## src/rtl/led_strip_pkg.sv

```systemverilog
// rtl/led_strip_pkg.sv - opcodes, mode/power enums and palette for the LED strip controller
package led_strip_pkg;

  localparam int PAL_SIZE = 16;
  localparam int PAL_CH_W = 32;

  typedef enum logic [1:0] {
    MODE_SOLID   = 2'd0,
    MODE_FLASH   = 2'd1,
    MODE_RAINBOW = 2'd2
  } mode_e;

  typedef enum logic {
    PWR_OFF = 1'b0,
    PWR_ON  = 1'b1
  } pwr_e;

  typedef enum logic [3:0] {
    OP_NOP        = 4'd0,
    OP_POWER      = 4'd1,
    OP_MODE_NEXT  = 4'd2,
    OP_MODE_PREV  = 4'd3,
    OP_COLOR_NEXT = 4'd4,
    OP_COLOR_PREV = 4'd5,
    OP_BRI_UP     = 4'd6,
    OP_BRI_DOWN   = 4'd7,
    OP_SET_COLOR  = 4'd8
  } op_e;

  function automatic logic [23:0] palette24(input logic [3:0] idx);
    case (idx)
      4'd0:    return 24'hFF0000;
      4'd1:    return 24'hFF7F00;
      4'd2:    return 24'hFFFF00;
      4'd3:    return 24'h00FF00;
      4'd4:    return 24'h00FFFF;
      4'd5:    return 24'h0000FF;
      4'd6:    return 24'h4B0082;
      4'd7:    return 24'h8B00FF;
      4'd8:    return 24'hFFFFFF;
      4'd9:    return 24'hFF1493;
      4'd10:   return 24'h008080;
      4'd11:   return 24'h80FF00;
      4'd12:   return 24'h800080;
      4'd13:   return 24'hFFD700;
      4'd14:   return 24'h808080;
      default: return 24'h202020;
    endcase
  endfunction

  // Channels right-aligned at PAL_CH_W pitch, {R,G,B} high to low; 8-bit source
  // bits repeat from the MSB down so wide channels replicate and narrow ones truncate.
  function automatic logic [3*PAL_CH_W-1:0] palette_rgb(input logic [3:0] idx, input int cw);
    logic [23:0]             c24;
    logic [3*PAL_CH_W-1:0]   res;
    c24 = palette24(idx);
    res = '0;
    for (int ch = 0; ch < 3; ch++) begin
      for (int b = 0; b < PAL_CH_W; b++) begin
        if (b < cw) res[ch*PAL_CH_W + cw - 1 - b] = c24[ch*8 + 7 - (b % 8)];
      end
    end
    return res;
  endfunction

endpackage

```

## src/rtl/led_pixel_scale.sv

```systemverilog
// rtl/led_pixel_scale.sv - combinational one-pixel brightness scaler
// Scaling active only with LED_STRIP_BRI_SCALE_EN; otherwise a pass-through.
module led_pixel_scale #(
  parameter int CW    = 8,
  parameter int BRI_W = 3
) (
  input  logic [3*CW-1:0]  pix_i,
  input  logic [BRI_W-1:0] bri_i,
  output logic [3*CW-1:0]  pix_o
);

`ifdef LED_STRIP_BRI_SCALE_EN
  logic [BRI_W:0] gain;
  assign gain = {1'b0, bri_i} + (BRI_W+1)'(1);

  for (genvar ch = 0; ch < 3; ch++) begin : g_ch
    logic [CW+BRI_W-1:0] prod;
    assign prod = (CW+BRI_W)'(pix_i[ch*CW +: CW]) * (CW+BRI_W)'(gain);
    assign pix_o[ch*CW +: CW] = CW'(prod >> BRI_W);
  end
`else
  logic unused_bri;
  assign unused_bri = ^bri_i;
  assign pix_o      = pix_i;
`endif

endmodule

```

## src/rtl/led_strip_ctrl.sv

```systemverilog
// rtl/led_strip_ctrl.sv - opcode-driven LED strip controller (power/mode/colour/brightness, flash, rainbow)
// Optional per-channel brightness scaling: LED_STRIP_BRI_SCALE_EN
module led_strip_ctrl
  import led_strip_pkg::*;
#(
  parameter int N_LEDS    = 10,
  parameter int CW        = 8,
  parameter int N_COLORS  = 8,
  parameter int BRI_W     = 3,
  parameter int FLASH_DIV = 4,
  parameter int ROT_DIV   = 4
) (
  input  logic                        clk,
  input  logic                        rst_n,
  input  logic                        op_valid,
  input  logic [3:0]                  op_code,
  output logic                        sys_on,
  output logic [1:0]                  mode,
  output logic [$clog2(N_COLORS)-1:0] color_idx,
  output logic [BRI_W-1:0]            brightness,
  output logic [N_LEDS*3*CW-1:0]      strip
);

  localparam int CIW = $clog2(N_COLORS);
  localparam int PW  = 3*CW;
  localparam int FCW = (FLASH_DIV > 1) ? $clog2(FLASH_DIV) : 1;
  localparam int RCW = (ROT_DIV > 1) ? $clog2(ROT_DIV) : 1;
  localparam logic [FCW-1:0]   FLASH_LAST = FCW'(FLASH_DIV - 1);
  localparam logic [RCW-1:0]   ROT_LAST   = RCW'(ROT_DIV - 1);
  localparam logic [CIW-1:0]   COLOR_LAST = CIW'(N_COLORS - 1);
  localparam logic [BRI_W-1:0] BRI_MAX    = '1;

  pwr_e             pwr_q;
  mode_e            mode_q;
  logic [CIW-1:0]   color_q, hist_q, rot_ptr_q;
  logic [BRI_W-1:0] bri_q;
  logic [FCW-1:0]   flash_cnt_q;
  logic             flash_lit_q;
  logic [RCW-1:0]   rot_cnt_q;
  logic [N_LEDS*PW-1:0] strip_q, strip_d;

  logic           op_power, op_mode_chg, set_ok;
  logic [CIW-1:0] set_idx;

  assign op_power    = op_valid && (op_code == OP_POWER);
  assign op_mode_chg = op_valid && (op_code == OP_MODE_NEXT || op_code == OP_MODE_PREV);
  assign set_idx     = CIW'(op_code[2:0]);
  assign set_ok      = (32'(op_code[2:0]) < 32'(N_COLORS)) && (set_idx != color_q);

  always_ff @(posedge clk or negedge rst_n) begin
    if (!rst_n) begin
      pwr_q       <= PWR_OFF;
      mode_q      <= MODE_SOLID;
      color_q     <= '0;
      hist_q      <= '0;
      bri_q       <= BRI_MAX;
      rot_ptr_q   <= '0;
      rot_cnt_q   <= '0;
      flash_cnt_q <= '0;
      flash_lit_q <= 1'b1;
    end else begin
      case (pwr_q)
        PWR_OFF: begin
          flash_cnt_q <= '0;
          flash_lit_q <= 1'b1;
          if (op_power) begin
            pwr_q     <= PWR_ON;
            mode_q    <= MODE_SOLID;
            color_q   <= '0;
            hist_q    <= '0;
            bri_q     <= BRI_MAX;
            rot_ptr_q <= '0;
            rot_cnt_q <= '0;
          end
        end
        default: begin
          if (op_power) begin
            pwr_q       <= PWR_OFF;
            flash_cnt_q <= '0;
            flash_lit_q <= 1'b1;
          end else begin
            // A mode change overrides any timer wrap in the same cycle.
            if (op_mode_chg) begin
              flash_cnt_q <= '0;
              flash_lit_q <= 1'b1;
              rot_cnt_q   <= '0;
              rot_ptr_q   <= '0;
            end else begin
              if (mode_q == MODE_FLASH) begin
                if (flash_cnt_q == FLASH_LAST) begin
                  flash_cnt_q <= '0;
                  flash_lit_q <= ~flash_lit_q;
                end else begin
                  flash_cnt_q <= flash_cnt_q + FCW'(1);
                end
              end
              if (mode_q == MODE_RAINBOW) begin
                if (rot_cnt_q == ROT_LAST) begin
                  rot_cnt_q <= '0;
                  rot_ptr_q <= (rot_ptr_q == COLOR_LAST) ? '0 : rot_ptr_q + CIW'(1);
                end else begin
                  rot_cnt_q <= rot_cnt_q + RCW'(1);
                end
              end
            end
            if (op_valid) begin
              casez (op_code)
                OP_MODE_NEXT: mode_q <= (mode_q == MODE_RAINBOW) ? MODE_SOLID : mode_e'(mode_q + 2'd1);
                OP_MODE_PREV: mode_q <= (mode_q == MODE_SOLID) ? MODE_RAINBOW : mode_e'(mode_q - 2'd1);
                OP_COLOR_NEXT: begin
                  hist_q  <= color_q;
                  color_q <= (color_q == COLOR_LAST) ? '0 : color_q + CIW'(1);
                end
                OP_COLOR_PREV: begin
                  hist_q  <= color_q;
                  color_q <= hist_q;
                end
                OP_BRI_UP:   if (bri_q != BRI_MAX) bri_q <= bri_q + BRI_W'(1);
                OP_BRI_DOWN: if (bri_q != '0) bri_q <= bri_q - BRI_W'(1);
                4'b1???: if (set_ok) begin
                  hist_q  <= color_q;
                  color_q <= set_idx;
                end
                default: ;
              endcase
            end
          end
        end
      endcase
    end
  end

  logic [N_COLORS-1:0][3*PAL_CH_W-1:0] pal_wide;
  logic [PW-1:0] pal_pix    [N_COLORS];
  logic [PW-1:0] base_pix   [N_LEDS];
  logic [PW-1:0] scaled_pix [N_LEDS];
  logic          unused_pal;

  always_comb begin
    for (int c = 0; c < N_COLORS; c++) begin
      pal_wide[c] = palette_rgb(4'(c), CW);
      pal_pix[c]  = {pal_wide[c][2*PAL_CH_W +: CW], pal_wide[c][PAL_CH_W +: CW], pal_wide[c][0 +: CW]};
    end
  end
  assign unused_pal = ^pal_wide;

  always_comb begin
    for (int i = 0; i < N_LEDS; i++) begin
      if (mode_q == MODE_RAINBOW)
        base_pix[i] = pal_pix[CIW'((32'(i) + 32'(rot_ptr_q) + 32'(color_q)) % 32'(N_COLORS))];
      else
        base_pix[i] = pal_pix[color_q];
    end
  end

  for (genvar i = 0; i < N_LEDS; i++) begin : g_pix
    led_pixel_scale #(.CW(CW), .BRI_W(BRI_W)) u_scale (
      .pix_i (base_pix[i]),
      .bri_i (bri_q),
      .pix_o (scaled_pix[i])
    );
  end

  // flash_lit_q is held at 1 outside FLASH, so it only blanks the unlit half.
  always_comb begin
    strip_d = '0;
    if (pwr_q == PWR_ON && flash_lit_q) begin
      for (int i = 0; i < N_LEDS; i++) strip_d[i*PW +: PW] = scaled_pix[i];
    end
  end

  always_ff @(posedge clk or negedge rst_n) begin
    if (!rst_n) strip_q <= '0;
    else        strip_q <= strip_d;
  end

  assign sys_on     = (pwr_q == PWR_ON);
  assign mode       = mode_q;
  assign color_idx  = color_q;
  assign brightness = bri_q;
  assign strip      = strip_q;

endmodule

```

## config.mk

```make
export PLATFORM = sky130hd
export DESIGN_NAME = led_strip_ctrl
export DESIGN_NICKNAME = d
export VERILOG_FILES = /design/src/rtl/led_strip_pkg.sv /design/src/rtl/led_pixel_scale.sv /design/src/rtl/led_strip_ctrl.sv
export SDC_FILE = /design/constraint.sdc
export NUM_CORES = 1
export LEC_CHECK = 0
export ABC_CLOCK_PERIOD_IN_PS = 2250
export BUFFER_PORTS_ARGS = -buffer_cell sky130_fd_sc_hd__buf_2
export CORE_UTILIZATION = 43
export DETAILED_ROUTE_END_ITERATION = 8
export GPL_ROUTABILITY_DRIVEN = 0
export PLACE_DENSITY = 0.81
export SYNTH_ARGS = -nofsm -noshare
export SYNTH_HDL_FRONTEND = slang
export SYNTH_SLANG_ARGS = --single-unit
```

## constraint.sdc

```tcl
create_clock -name clk -period 2.25 [get_ports clk]
set_clock_uncertainty 0.1 [all_clocks]
set_input_delay 0.225 -clock clk [delete_from_list [all_inputs] [get_ports clk]]
set_output_delay 0.225 -clock clk [all_outputs]
set_load 0.01 [all_outputs]
```

==> impl_results.md <==
- CP Buf/Inv Count: 3
- Worst R2R End: strip[150]$_DFF_PN0_
- Post-DRT Antenna Nets: 0
- Critical-path cell list: clkinvlp_4 > ha_4 > xnor3_4 > xnor2_4 > dlymetal6s2s_1 > buf_4 > a21oi_1 > nor2_1
- Post-synth EDFFs: 0
- Crit-path slowest cell: dfrtp_2
- Hold Slack: 212 ps
- Post-Synthesis Cells: 573
- Main flop type after synthesis: dfrtp_1
- Clock latency on the worst-skew pair: 340 ps
- Fmax: 0.450 GHz
- Top Ports: 256
- Die ar.: 0.0134 mm²
- Setup_tns: 0 ps
- Reg2Reg Launch Point: color_idx[1]$_DFFE_PN0P_
- CP max FO: 5
- Starting Density: 44.2%
- Crit share post-route: 98.7%
- Die Width: 116 µm
- DR WL/cell: 14.6 µm
- Unrepaired setup endpoints after global routing: true
- Clock transition at path regs: 60 ps
- Worst path required time: 2400 ps
- FF-to-FF path depth: 8
- GRT Residual Overflow: 0
- # Max-Cap Violations: 0
- Yosys reg bits: 84
- Buffers on Ports: 255
- Setup Viol. Count Final: 0
- Yosys warnings: 0
- Post-Syn Area per Cell: 9.73 µm²
- Synth area leaders: dfrtp_1 36%, buf_4 24%, ha_1 5.6%, a21oi_1 4.5%, mux2_2 2.8%
- R2R Setup Slk: 30 ps
- Vias/cell: 4.74
- Num CTS Buffers: 9
- Initial drt markers: 207
- Max-slew violation count: 0
- Drt first pass iters: 4
- CP Class: reg -> reg
- Largest net degree at the start of global routing: 41
- Htree depth: 3
- Root Driver: clkbuf_16
- Final net count: 716
- Syn nets: 608
- Critical path endpoint category: flop
- Row count: 41
- Initial antenna violation count: 0
- Asr flop ratio synth: 100%
- Worst Hold Class: in -> async
- Synth top area share: 35.9%
- Sinks on the clock net: 84
- Slew @ Worst Pin: 760 ps
- Sequential area share after synthesis: 37.8%
- Global-route wire length before repair: 18,100 µm
- CORE AREA: 0.0126 mm²
- Cell variety after synth: 50
- N_diodes: 0
- Critical path startpoint category: flop
- Fin. Hold Viols: 0
- Final min period: 2220 ps
- CTS max path bufs: 2
- Cell type with the highest aggregate area in the netlist: dfrtp_1
- TritonCTS clock tree: built
- Synthesized cell area: 0.00558 mm²
- Arr. time, crit path: 2370 ps
- Die height: 116 µm
- Placed insts: 832
- Area grow syn2layout: 14.3%
- Cell Count, Final, Fillers Out: 858
- Vias in the first global route: 3,480
- # DRC: 0
- Status: finished, final reports clean
- Total track usage: 17.7%
- Wirelength, routed: 12,500 µm
- Via count: 4,066
- Share of cells above drive strength 1: 51.2%
- Rel. slew slack: 49.0%
- Critical Path Max Stage Delay: 430 ps
- Post-DP HPWL: 9320 µm
- Top delay family on crit path: XOR/XNOR gates
-- Yosys cell counts (10+ instances only) --
library cell	instances
a21oi_1	50
buf_4	177
clkbuf_1	18
dfrtp_1	80
ha_1	25
inv_1	24
mux2_2	14
nand2_1	26
nand2b_1	10
nor2_1	27
nor3_1	11
o21ai_0	11
xnor2_1	14
-- cells by family after synthesis --
family,share of synthesized area [%]
mux,4.26
buf+inv,26.8
compound gates,10.3
simple gates,8.73
fa+ha+maj,6.69
flops,37.8
xor+xnor,5.43
-- layout make-up --
type / count / area (µm²)
clock inverters: 5 / 85.1
repair buffers: 293 / 1580
inverters: 25 / 97.6
fillers: 1171 / 6250
clock buffers: 11 / 233
flip-flops and latches: 84 / 2110
well taps: 172 / 215
multi-input cells: 268 / 2050
-- metal layers --
layer  track usage [%]  share of wire (%)
met5                 0                  0
met4              5.38                1.3
met3              3.45                5.4
met2              32.1                 53
met1              21.1                 40
-- placed cells by master (no fill, tap or decap), types with 9 or more instances in the layout --
cell       count
inv_1         22
clkbuf_16      9
nand2b_1      10
buf_4         36
nand2_1       25
buf_2        254
a21oi_1       49
o21ai_0       11
xnor2_1       11
dfrtp_1       79
ha_1          22
mux2_2        14
nor2_1        27
-- worst max path at each step --
stage / cells after the start / slack, ps / to / from
after CTS: 5 / 20 / strip[111]$_DFF_PN0_ / color_idx[1]$_DFFE_PN0P_
after global routing: 5 / -70 / strip[111]$_DFF_PN0_ / color_idx[1]$_DFFE_PN0P_
after floorplan: 7 / 1 / strip[111]$_DFF_PN0_ / color_idx[1]$_DFFE_PN0P_
after global placement: 7 / 60 / strip[159]$_DFF_PN0_ / color_idx[1]$_DFFE_PN0P_
after detailed placement: 7 / -30 / strip[159]$_DFF_PN0_ / color_idx[1]$_DFFE_PN0P_
final: 8 / 30 / strip[150]$_DFF_PN0_ / color_idx[1]$_DFFE_PN0P_
-- worst register-to-register path, cell delays in order, from the launching register on --
cell	delay, ps
dfrtp_2	430
clkinvlp_4	190
ha_4	190
xnor3_4	420
xnor2_4	240
dlymetal6s2s_1	220
buf_4	140
a21oi_1	50
nor2_1	160
-- registers in the layout, summed over array words and instances (netlist names) --
name,cells
rot_ptr_q,3
color_idx,3
rot_cnt_q,2
sys_on,1
mode,2
flash_lit_q,1
flash_cnt_q,2
strip,64
brightness,3
hist_q,3
-- repair_timing --
item | CTS | global route
buffers inserted | 2 | 7
hold buffers | 1 | 0
gates cloned | 0 | 0
endpoints found under the setup margin | 7 | 28
hold endpoints to repair | 57 | 0
gates resized for setup | 1 | 12
pin swaps | 1 | 3
-- stage by stage --
stage / utilization [%] / instance area (µm²) / worst slack, ps
after floorplan: - / 5610 / 1.46
after global placement: 46.9 / 5910 / 63.4
after detailed placement: 46.9 / 5910 / -32.8
after CTS: 49.6 / 6260 / 20.8
after global routing: 50.5 / 6370 / -72.5
final: 50.5 / 6370 / 28.9
Power is not shown: default switching activity piles up to over one toggle a cycle in this logic, so the estimate is an artifact.
